<file path="src/rtl/topolar_cordic_mc.sv">
`default_nettype none
// ============================================================================
//  Module      : topolar_cordic_mc
//  Description : Iterative rectangular-to-polar CORDIC (vectoring mode).
//                Accepts one signed (x,y) sample per transaction and returns
//                its magnitude, phase and channel tag. Output is held under
//                valid/ready back-pressure.
//  Revision    : 1.0 - initial release
// ----------------------------------------------------------------------------
//  Ports
//    clk      in   1          clock, rising edge
//    arstn    in   1          asynchronous active-low reset
//    i_vld    in   1          input sample valid
//    i_rdy    out  1          block can accept a sample (IDLE only)
//    i_x/i_y  in   DATA_W     signed real/imaginary part
//    i_ch     in   CH_W       channel tag, returned on o_ch
//    o_vld    out  1          result valid, held until accepted
//    o_ready  in   1          downstream accepts result
//    o_mag    out  DATA_W+1   unsigned magnitude
//    o_phase  out  PHASE_W    signed binary-angle phase, [-180,+180) deg
//    o_ch     out  CH_W       tag of the sample that produced this result
// ============================================================================
module topolar_cordic_mc #(
  parameter int DATA_W   = 32,
  parameter int PHASE_W  = 32,
  parameter int NSTAGES  = 16,
  parameter int CH_W     = 4,
  parameter int MAG_COMP = 1
) (
  input  logic               clk,
  input  logic               arstn,
  input  logic               i_vld,
  output logic               i_rdy,
  input  logic [DATA_W-1:0]  i_x,
  input  logic [DATA_W-1:0]  i_y,
  input  logic [CH_W-1:0]    i_ch,
  output logic               o_vld,
  input  logic               o_ready,
  output logic [DATA_W:0]    o_mag,
  output logic [PHASE_W-1:0] o_phase,
  output logic [CH_W-1:0]    o_ch
);

  // x/y carry DATA_W+2 integer bits (room for negating full scale and for
  // the ~1.65 CORDIC gain) plus fractional bits that absorb the truncation
  // of the shifted terms, keeping the magnitude accurate to about 1 LSB.
  localparam int          c_FRAC = 8;
  localparam int          c_IW   = DATA_W + 2 + c_FRAC;
  localparam int          c_MW   = DATA_W + 1;
  localparam logic [17:0] c_K    = 18'h26DD4;  // 0.607253 * 2^18

  localparam logic [PHASE_W-1:0] c_P90 = {2'b01, {(PHASE_W-2){1'b0}}};
  localparam logic [PHASE_W-1:0] c_M90 = {2'b11, {(PHASE_W-2){1'b0}}};

  localparam logic [1:0] c_IDLE = 2'd0;
  localparam logic [1:0] c_ITER = 2'd1;
  localparam logic [1:0] c_COMP = 2'd2;
  localparam logic [1:0] c_DONE = 2'd3;

  // round(atan(2^-i) / 2pi * 2^32)
  function automatic logic [31:0] f_atan32(input logic [4:0] idx);
    case (idx)
      5'd0:  f_atan32 = 32'h2000_0000;  5'd1:  f_atan32 = 32'h12E4_051E;
      5'd2:  f_atan32 = 32'h09FB_385B;  5'd3:  f_atan32 = 32'h0511_11D4;
      5'd4:  f_atan32 = 32'h028B_0D43;  5'd5:  f_atan32 = 32'h0145_D7E1;
      5'd6:  f_atan32 = 32'h00A2_F61E;  5'd7:  f_atan32 = 32'h0051_7C55;
      5'd8:  f_atan32 = 32'h0028_BE53;  5'd9:  f_atan32 = 32'h0014_5F2F;
      5'd10: f_atan32 = 32'h000A_2F98;  5'd11: f_atan32 = 32'h0005_17CC;
      5'd12: f_atan32 = 32'h0002_8BE6;  5'd13: f_atan32 = 32'h0001_45F3;
      5'd14: f_atan32 = 32'h0000_A2FA;  5'd15: f_atan32 = 32'h0000_517D;
      5'd16: f_atan32 = 32'h0000_28BE;  5'd17: f_atan32 = 32'h0000_145F;
      5'd18: f_atan32 = 32'h0000_0A30;  5'd19: f_atan32 = 32'h0000_0518;
      5'd20: f_atan32 = 32'h0000_028C;  5'd21: f_atan32 = 32'h0000_0146;
      5'd22: f_atan32 = 32'h0000_00A3;  5'd23: f_atan32 = 32'h0000_0051;
      5'd24: f_atan32 = 32'h0000_0029;  5'd25: f_atan32 = 32'h0000_0014;
      5'd26: f_atan32 = 32'h0000_000A;  5'd27: f_atan32 = 32'h0000_0005;
      5'd28: f_atan32 = 32'h0000_0003;  5'd29: f_atan32 = 32'h0000_0001;
      5'd30: f_atan32 = 32'h0000_0001;  default: f_atan32 = 32'h0000_0000;
    endcase
  endfunction

  logic [1:0]               r_state;
  logic [4:0]               r_cnt;
  logic signed [c_IW-1:0]   r_x, r_y;
  logic [PHASE_W-1:0]       r_z;
  logic [CH_W-1:0]          r_ch_s;
  logic                     r_zero;
  logic                     r_vld;
  logic [c_MW-1:0]          r_mag;
  logic [PHASE_W-1:0]       r_phase;
  logic [CH_W-1:0]          r_ch;

  logic signed [c_IW-1:0]   w_xe, w_ye, w_x0, w_y0;
  logic [PHASE_W-1:0]       w_z0;
  logic                     w_d, w_last, w_load;
  logic signed [c_IW-1:0]   w_xs, w_ys, w_x_nxt, w_y_nxt;
  logic [PHASE_W-1:0]       w_atan, w_z_nxt, w_fin_z;
  logic [c_IW-1:0]          w_mag_fx;
  logic [c_MW:0]            w_mag_int;
  logic [c_MW-1:0]          w_mag_sat;

  // Reset forces i_rdy low; it rises as soon as arstn releases in IDLE.
  assign i_rdy   = (r_state == c_IDLE) && arstn;
  assign o_vld   = r_vld;
  assign o_mag   = r_mag;
  assign o_phase = r_phase;
  assign o_ch    = r_ch;

  // Pre-rotation into the right half-plane so the iterations converge.
  assign w_xe = {{2{i_x[DATA_W-1]}}, i_x, {c_FRAC{1'b0}}};
  assign w_ye = {{2{i_y[DATA_W-1]}}, i_y, {c_FRAC{1'b0}}};

  always_comb begin
    w_x0 = w_xe;
    w_y0 = w_ye;
    w_z0 = '0;
    if (w_xe[c_IW-1]) begin
      if (!w_ye[c_IW-1]) begin
        w_x0 = w_ye;
        w_y0 = -w_xe;
        w_z0 = c_P90;
      end else begin
        w_x0 = -w_ye;
        w_y0 = w_xe;
        w_z0 = c_M90;
      end
    end
  end

  // One vectoring micro-rotation; z accumulates the angle removed from (x,y),
  // so it converges to the input phase.
  assign w_d     = r_y[c_IW-1];
  assign w_xs    = r_x >>> r_cnt;
  assign w_ys    = r_y >>> r_cnt;
  assign w_atan  = PHASE_W'(f_atan32(r_cnt) >> (32 - PHASE_W));
  assign w_x_nxt = w_d ? (r_x - w_ys) : (r_x + w_ys);
  assign w_y_nxt = w_d ? (r_y + w_xs) : (r_y - w_xs);
  assign w_z_nxt = w_d ? (r_z - w_atan) : (r_z + w_atan);
  assign w_last  = (r_cnt == 5'(NSTAGES - 1));

  generate
    if (MAG_COMP != 0) begin : g_comp
      logic [c_IW+17:0] w_prod;
      // x is never negative after pre-rotation, so an unsigned product is safe.
      assign w_prod   = (c_IW+18)'($unsigned(r_x)) * (c_IW+18)'(c_K);
      assign w_mag_fx = c_IW'(w_prod >> 18);
      assign w_fin_z  = r_z;
      assign w_load   = (r_state == c_COMP);
    end else begin : g_raw
      assign w_mag_fx = w_x_nxt;
      assign w_fin_z  = w_z_nxt;
      assign w_load   = (r_state == c_ITER) && w_last;
    end
  endgenerate

  assign w_mag_int = (c_MW+1)'(w_mag_fx >> c_FRAC);
  assign w_mag_sat = w_mag_int[c_MW] ? {c_MW{1'b1}} : w_mag_int[c_MW-1:0];

  always_ff @(posedge clk or negedge arstn) begin
    if (!arstn) begin
      r_state <= c_IDLE;
      r_cnt   <= '0;
      r_x     <= '0;
      r_y     <= '0;
      r_z     <= '0;
      r_ch_s  <= '0;
      r_zero  <= 1'b0;
      r_vld   <= 1'b0;
      r_mag   <= '0;
      r_phase <= '0;
      r_ch    <= '0;
    end else begin
      case (r_state)
        c_IDLE: begin
          if (i_vld) begin
            r_x     <= w_x0;
            r_y     <= w_y0;
            r_z     <= w_z0;
            r_ch_s  <= i_ch;
            r_zero  <= (i_x == '0) && (i_y == '0);
            r_cnt   <= '0;
            r_state <= c_ITER;
          end
        end
        c_ITER: begin
          r_x   <= w_x_nxt;
          r_y   <= w_y_nxt;
          r_z   <= w_z_nxt;
          r_cnt <= r_cnt + 5'd1;
          if (w_last) r_state <= (MAG_COMP != 0) ? c_COMP : c_DONE;
        end
        c_COMP: r_state <= c_DONE;
        default: begin
          if (o_ready) begin
            r_vld   <= 1'b0;
            r_state <= c_IDLE;
          end
        end
      endcase
      if (w_load) begin
        r_vld   <= 1'b1;
        r_mag   <= r_zero ? '0 : w_mag_sat;
        r_phase <= r_zero ? '0 : w_fin_z;
        r_ch    <= r_ch_s;
      end
    end
  end

endmodule
`default_nettype wire

</file>
<file path="config.mk">
export PLATFORM = sky130hd
export DESIGN_NAME = topolar_cordic_mc
export DESIGN_NICKNAME = d
export VERILOG_FILES = /design/src/rtl/topolar_cordic_mc.sv
export SDC_FILE = /design/constraint.sdc
export NUM_CORES = 2
export LEC_CHECK = 0
export CORE_ASPECT_RATIO = 1.75
export CORE_MARGIN = 1.5
export CORE_UTILIZATION = 45
export DETAILED_ROUTE_END_ITERATION = 10
export PLACE_DENSITY = 0.73
export SLEW_MARGIN = 20
export SYNTH_ARGS = -nofsm -noshare
export SYNTH_HDL_FRONTEND = slang
export SYNTH_SLANG_ARGS = --single-unit
</file>
<file path="constraint.sdc">
create_clock -name clk -period 10.6 [get_ports clk]
set_input_delay 1.59 -clock clk [delete_from_list [all_inputs] [get_ports clk]]
set_output_delay 1.59 -clock clk [all_outputs]
set_load 0.05 [all_outputs]
</file>
Yosys cells after proc, flatten, opt, wreduce, memory -nomap -nowiden
Memories as Yosys holds them, arrays and structs flattened.
Index checks and enable logic that the tools add are counted.
Widths: inputs -> output; s select.
{"block": "classes", "muxes": 27, "add_sub_neg": 9, "n_mul": 1, "n_shift": 2, "n_eq_ne": 6, "n_reduce_logical": 13}
{"cell": "$mux 42", "n": 8}
{"cell": "$pmux 42 s2", "n": 2}
{"cell": "$mux 32", "n": 5}
{"cell": "$add 42x42->42", "n": 2}
{"cell": "$neg 40->42", "n": 2}
{"cell": "$sshr 42x5->42", "n": 2}
{"cell": "$sub 42x42->42", "n": 2}
{"cell": "$mux 33", "n": 2}
{"cell": "$logic_not 32->1", "n": 2}
{"cell": "$pmux 32 s2", "n": 1}
{"cell": "$mul 42x16->58 const B", "n": 1}
{"cell": "$add 32x32->32", "n": 1}
{"cell": "$sub 32x32->32", "n": 1}
{"cell": "$pmux 5 s2", "n": 1}
{"cell": "$mux 2", "n": 3}
{"cell": "$pmux 2 s3", "n": 1}
{"cell": "$reduce_and 2->1", "n": 3}
{"cell": "$add 5x1->5 const B", "n": 1}
{"cell": "$eq 5x4->1 const B", "n": 1}
{"cell": "$mux 5", "n": 1}
{"cell": "$ne 2x2->1 const B", "n": 2}
{"cell": "$reduce_bool 2->1", "n": 2}
{"cell": "$reduce_bool 4->1", "n": 1}
{"cell": "$mux 1", "n": 3}
{"cell": "7 further kinds", "n": 8}
{"block": "word_totals", "output_inout_bits": 71, "ff_bits": 198, "wordCells": 70, "mem_count": 1, "romBits": 960}
{"name": "(name not given)", "words": 32, "word_bits": 30, "read_ports": 1, "rd_ports_with_merged_regs": 0, "wr": 0, "line_no": "62", "text": "case (idx)"}

Depth between registers and ports, before layout
{"block": "depth", "word_depth": 5, "ltp_mapped": 31}

Least setup slack after synthesis
No wires, ideal clock.
{"block": "synth_path", "path_kind": "flip-flop to flip-flop", "from": "register r_x[9]", "to": "register r_mag[22] (netlist: o_mag[22])", "stages_incl_launch_ff": 24, "slack_ps": 3711, "setup_ps": 130, "n_path_buf": 0, "t_arrival_ps": 6759, "required_time_ps": 10470, "path_cell_list": "dfrtp_1 -> inv_1 -> fa_1 -> fa_1 -> inv_1 -> fa_1 -> fa_1 -> fa_1 -> inv_1 -> fa_1 -> inv_1 -> ha_1 -> and3_1 -> nor3b_1 -> a2111oi_0 -> a21o_1 -> nor3_1 -> nor3_1 -> a211oi_1 -> a2111o_1 -> a21o_1 -> a221oi_1 -> xor2_1 -> a21oi_1"}
{"block": "synth_between", "elab_chain_cells": 3}
{"element": "start, declared", "line_no": "84", "text": "logic signed [c_IW-1:0] r_x, r_y;"}
{"element": "start signal, assigned", "line_no": "176", "text": "r_x <= w_x0;"}
{"element": "start signal, assigned", "line_no": "186", "text": "r_x <= w_x_nxt;"}
{"element": "$mul 42x16->58", "line_no": "145", "text": "assign w_prod = (c_IW+18)'($unsigned(r_x)) * (c_IW+18)'(c_K);"}
{"element": "$mux 33", "line_no": "157", "text": "assign w_mag_sat = w_mag_int[c_MW] ? {c_MW{1'b1}} : w_mag_int[c_MW-1:0];"}
{"element": "$mux 33", "line_no": "202", "text": "r_mag <= r_zero ? '0 : w_mag_sat;"}
{"element": "end signal, assigned", "line_no": "202"}
{"element": "end, declared", "line_no": "89", "text": "logic [c_MW-1:0] r_mag;"}
Every way passes these cells.
A chain may end at the register's enable or synchronous reset.

Final worst setup path
Ends and elaborated chain as after synthesis.

==> results.cfg <==
[cells_and_area]
final_nets = 4808
drive_gt1_frac = 0.07821
area.growth.synth_to_final_pct = 7.498
fin_cells = 5130
final_util = 0.4875
final_common_cell = inv_1
final_cell_mix = inv_1, ha_1, fa_1, a21oi_1, nand2_1

[global_route]
overflow = 0
grt_start_max_net_pins = 84
grt_usage = 0.3056
grt_pass1_vias = 32700
grt_pass1_wl_um = 192100
antenna_found_initial = 4

[clock_network]
cts_buffer_depth = 2
postCtsSetupBuffers = 0
cts_made_buffers = 17
cts.clk_slew.worst_paths_ns = 0.09
cts_resized = 0
worst_skew_pair.late_latency_ns = 0.55
cts_tree = done
cts_hold_buf = 0
htree_num_levels = 4
root_buffer = clkbuf_16
cts.sinks = 198

[sta]
final.setup.tns_ns = 0
fin_crit_ns = 8.351
skew_ns = 0.01984
rsz0062_at_grt = no
setup_violations = 0
slew_violations = 0
fin_crit_sh = 0.7878
max_freq_mhz = 119.7
worstMarginPinSlew_ns = 1.236
hold_viol = 0
slew_headroom = 0.1672

[worst_setup_path]
r2r_setup_slack_ns = 2.25
cp-start-kind = flip-flop
required_ns = 11.02
cp-end-kind = flip-flop
worstPathArrival_ns = 8.78
cp_max_fo = 14
worstSetupPathType = reg -> reg

[synthesis]
synthCells = 4061
synthesis.nets = 4803
yosysWarnings = 0
synth_top_area_cell = fa_1
ys_top_cells_by_area = fa_1, dfrtp_1, ha_1
yosys.area.top_type_share = 0.1661
syn_area_per_cell_um2 = 9.023
synth-seq-area-share = 0.1352
ys_seq_elements = 198
ys.flop_type = dfrtp_1
async_reset_ff_frac = 1.000
synth_area_mm2 = 0.03664
synth_cell_type_count = 110
synth_edf_count = 0

[drt]
drt-total-wl_um = 124500
first_pass_iters = 8
wl_per_cell_um = 24.28
drtAntennaViolNets = 0
drt_iter0_drc = 2818
drc = 0
vias = 32170
routed_via_density = 6.272

[die]
dieArea_mm2 = 0.08322
chipHeight_um = 380.5
core.rowCount = 138
initial_core_util = 0.4535
ioPinCount = 143
coreArea_mm2 = 0.08081
die_w_um = 218.7

[place]
hpwlAfterDp_um = 96570
place_inst = 5092
io_buffer_count = 142
gp_congestion = 1.021

[hold_path]
hold_path_class = reg -> reg

[flow_run]
drv_cap = 0

[status]
status = completed
routing by layer:
layer  track usage  wire, um  vias up
li1              -         -    14510
met1        0.3253     42100    15810
met2        0.5115     61710     1346
met3       0.05739      7929      500
met4        0.2700     12760        6
met5             0        41        -
final timing paths:
check | startpoint | to | depth (start not counted)
setup / recovery | r_x[9]$_DFFE_PN0P_ | o_mag[22]$_DFFE_PN0P_ | 23
hold / removal | o_mag[11]$_DFFE_PN0P_ | o_mag[11]$_DFFE_PN0P_ | 1
setup reg to reg | r_x[9]$_DFFE_PN0P_ | o_mag[22]$_DFFE_PN0P_ | 23
hold reg to reg | o_mag[11]$_DFFE_PN0P_ | o_mag[11]$_DFFE_PN0P_ | 1
max in group asynchronous | arstn | r_x[4]$_DFFE_PN0P_ | 3
min in group asynchronous | arstn | r_y[10]$_DFFE_PN0P_ | 1
flip-flops by register name (all words and copies together), names as in the netlist:
register,count
r_zero,1
r_y,42
o_mag,33
r_z,32
r_cnt,5
o_phase,32
r_ch_s,4
r_state,2
r_x,42
o_ch,4
o_vld,1
critical path, stage by stage, from the launching register on:
cell	delay, ns
dfrtp_1	0.76
inv_1	0.33
fa_1	0.55
fa_1	0.51
inv_1	0.05
fa_1	0.54
fa_1	0.45
fa_1	0.55
inv_1	0.05
fa_1	0.52
inv_1	0.04
ha_1	0.30
and3_1	0.20
nor3b_1	0.14
a2111oi_0	0.66
a21o_1	0.27
nor3_1	0.09
nor3_1	0.60
a211oi_1	0.23
a2111o_1	0.45
a21o_1	0.24
a221oi_1	0.35
xor2_1	0.26
a21oi_1	0.10
kinds of logic after synthesis:
family,after synthesis,synth area share
adders and majority gates,670,0.2911
DFF,198,0.1352
muxes,268,0.1189
AOI/OAI and AO/OA,1087,0.1943
buffers and inverters,645,0.07365
xor gates and xnor gates,267,0.06382
and+or+nand+nor,926,0.1231
per-stage QoR:
stage	hold WS [ns]	worst slack [ns]	cell area, um2
2_1_floorplan	0.4628	3.711	36640
3_3_place_gp	0.4640	2.231	38720
3_5_place_dp	0.4724	2.196	38750
4_1_cts	0.4998	2.169	39330
5_1_grt	0.5071	1.807	39390
6_report	0.4945	2.249	39390
Yosys cell counts, drive strengths merged, types with 30 or more instances:
cell type and n:
a21oi 277, dfrtp 198, a21o 108, mux2i 101
clkbuf 117, ha 366, nor2b 41, buf 89
o21a 34, mux2 39, o31ai 30, mux4 128
xnor2 135, xor2 132, nand3 52, nor3 64
a31oi 50, and3 33, nand2b 35, a22o 36
nand2 275, o21ai 227, a211oi 72, o2bb2ai 30
fa 304, inv 435, nor2 276
final cells by class:
type	instances	area, um2
Clock buffer	18	429.2
Multi-Input combinational cell	3218	29070
Antenna cell	1	2.502
Inverter	439	1648
Clock inverter	14	155.1
Tap cell	1050	1314
Sequential cell	198	4975
Timing Repair Buffer	192	1794
Fill cell	7705	41420
Power is not shown: default switching activity piles up to over one toggle a cycle in this logic, so the estimate is an artifact.
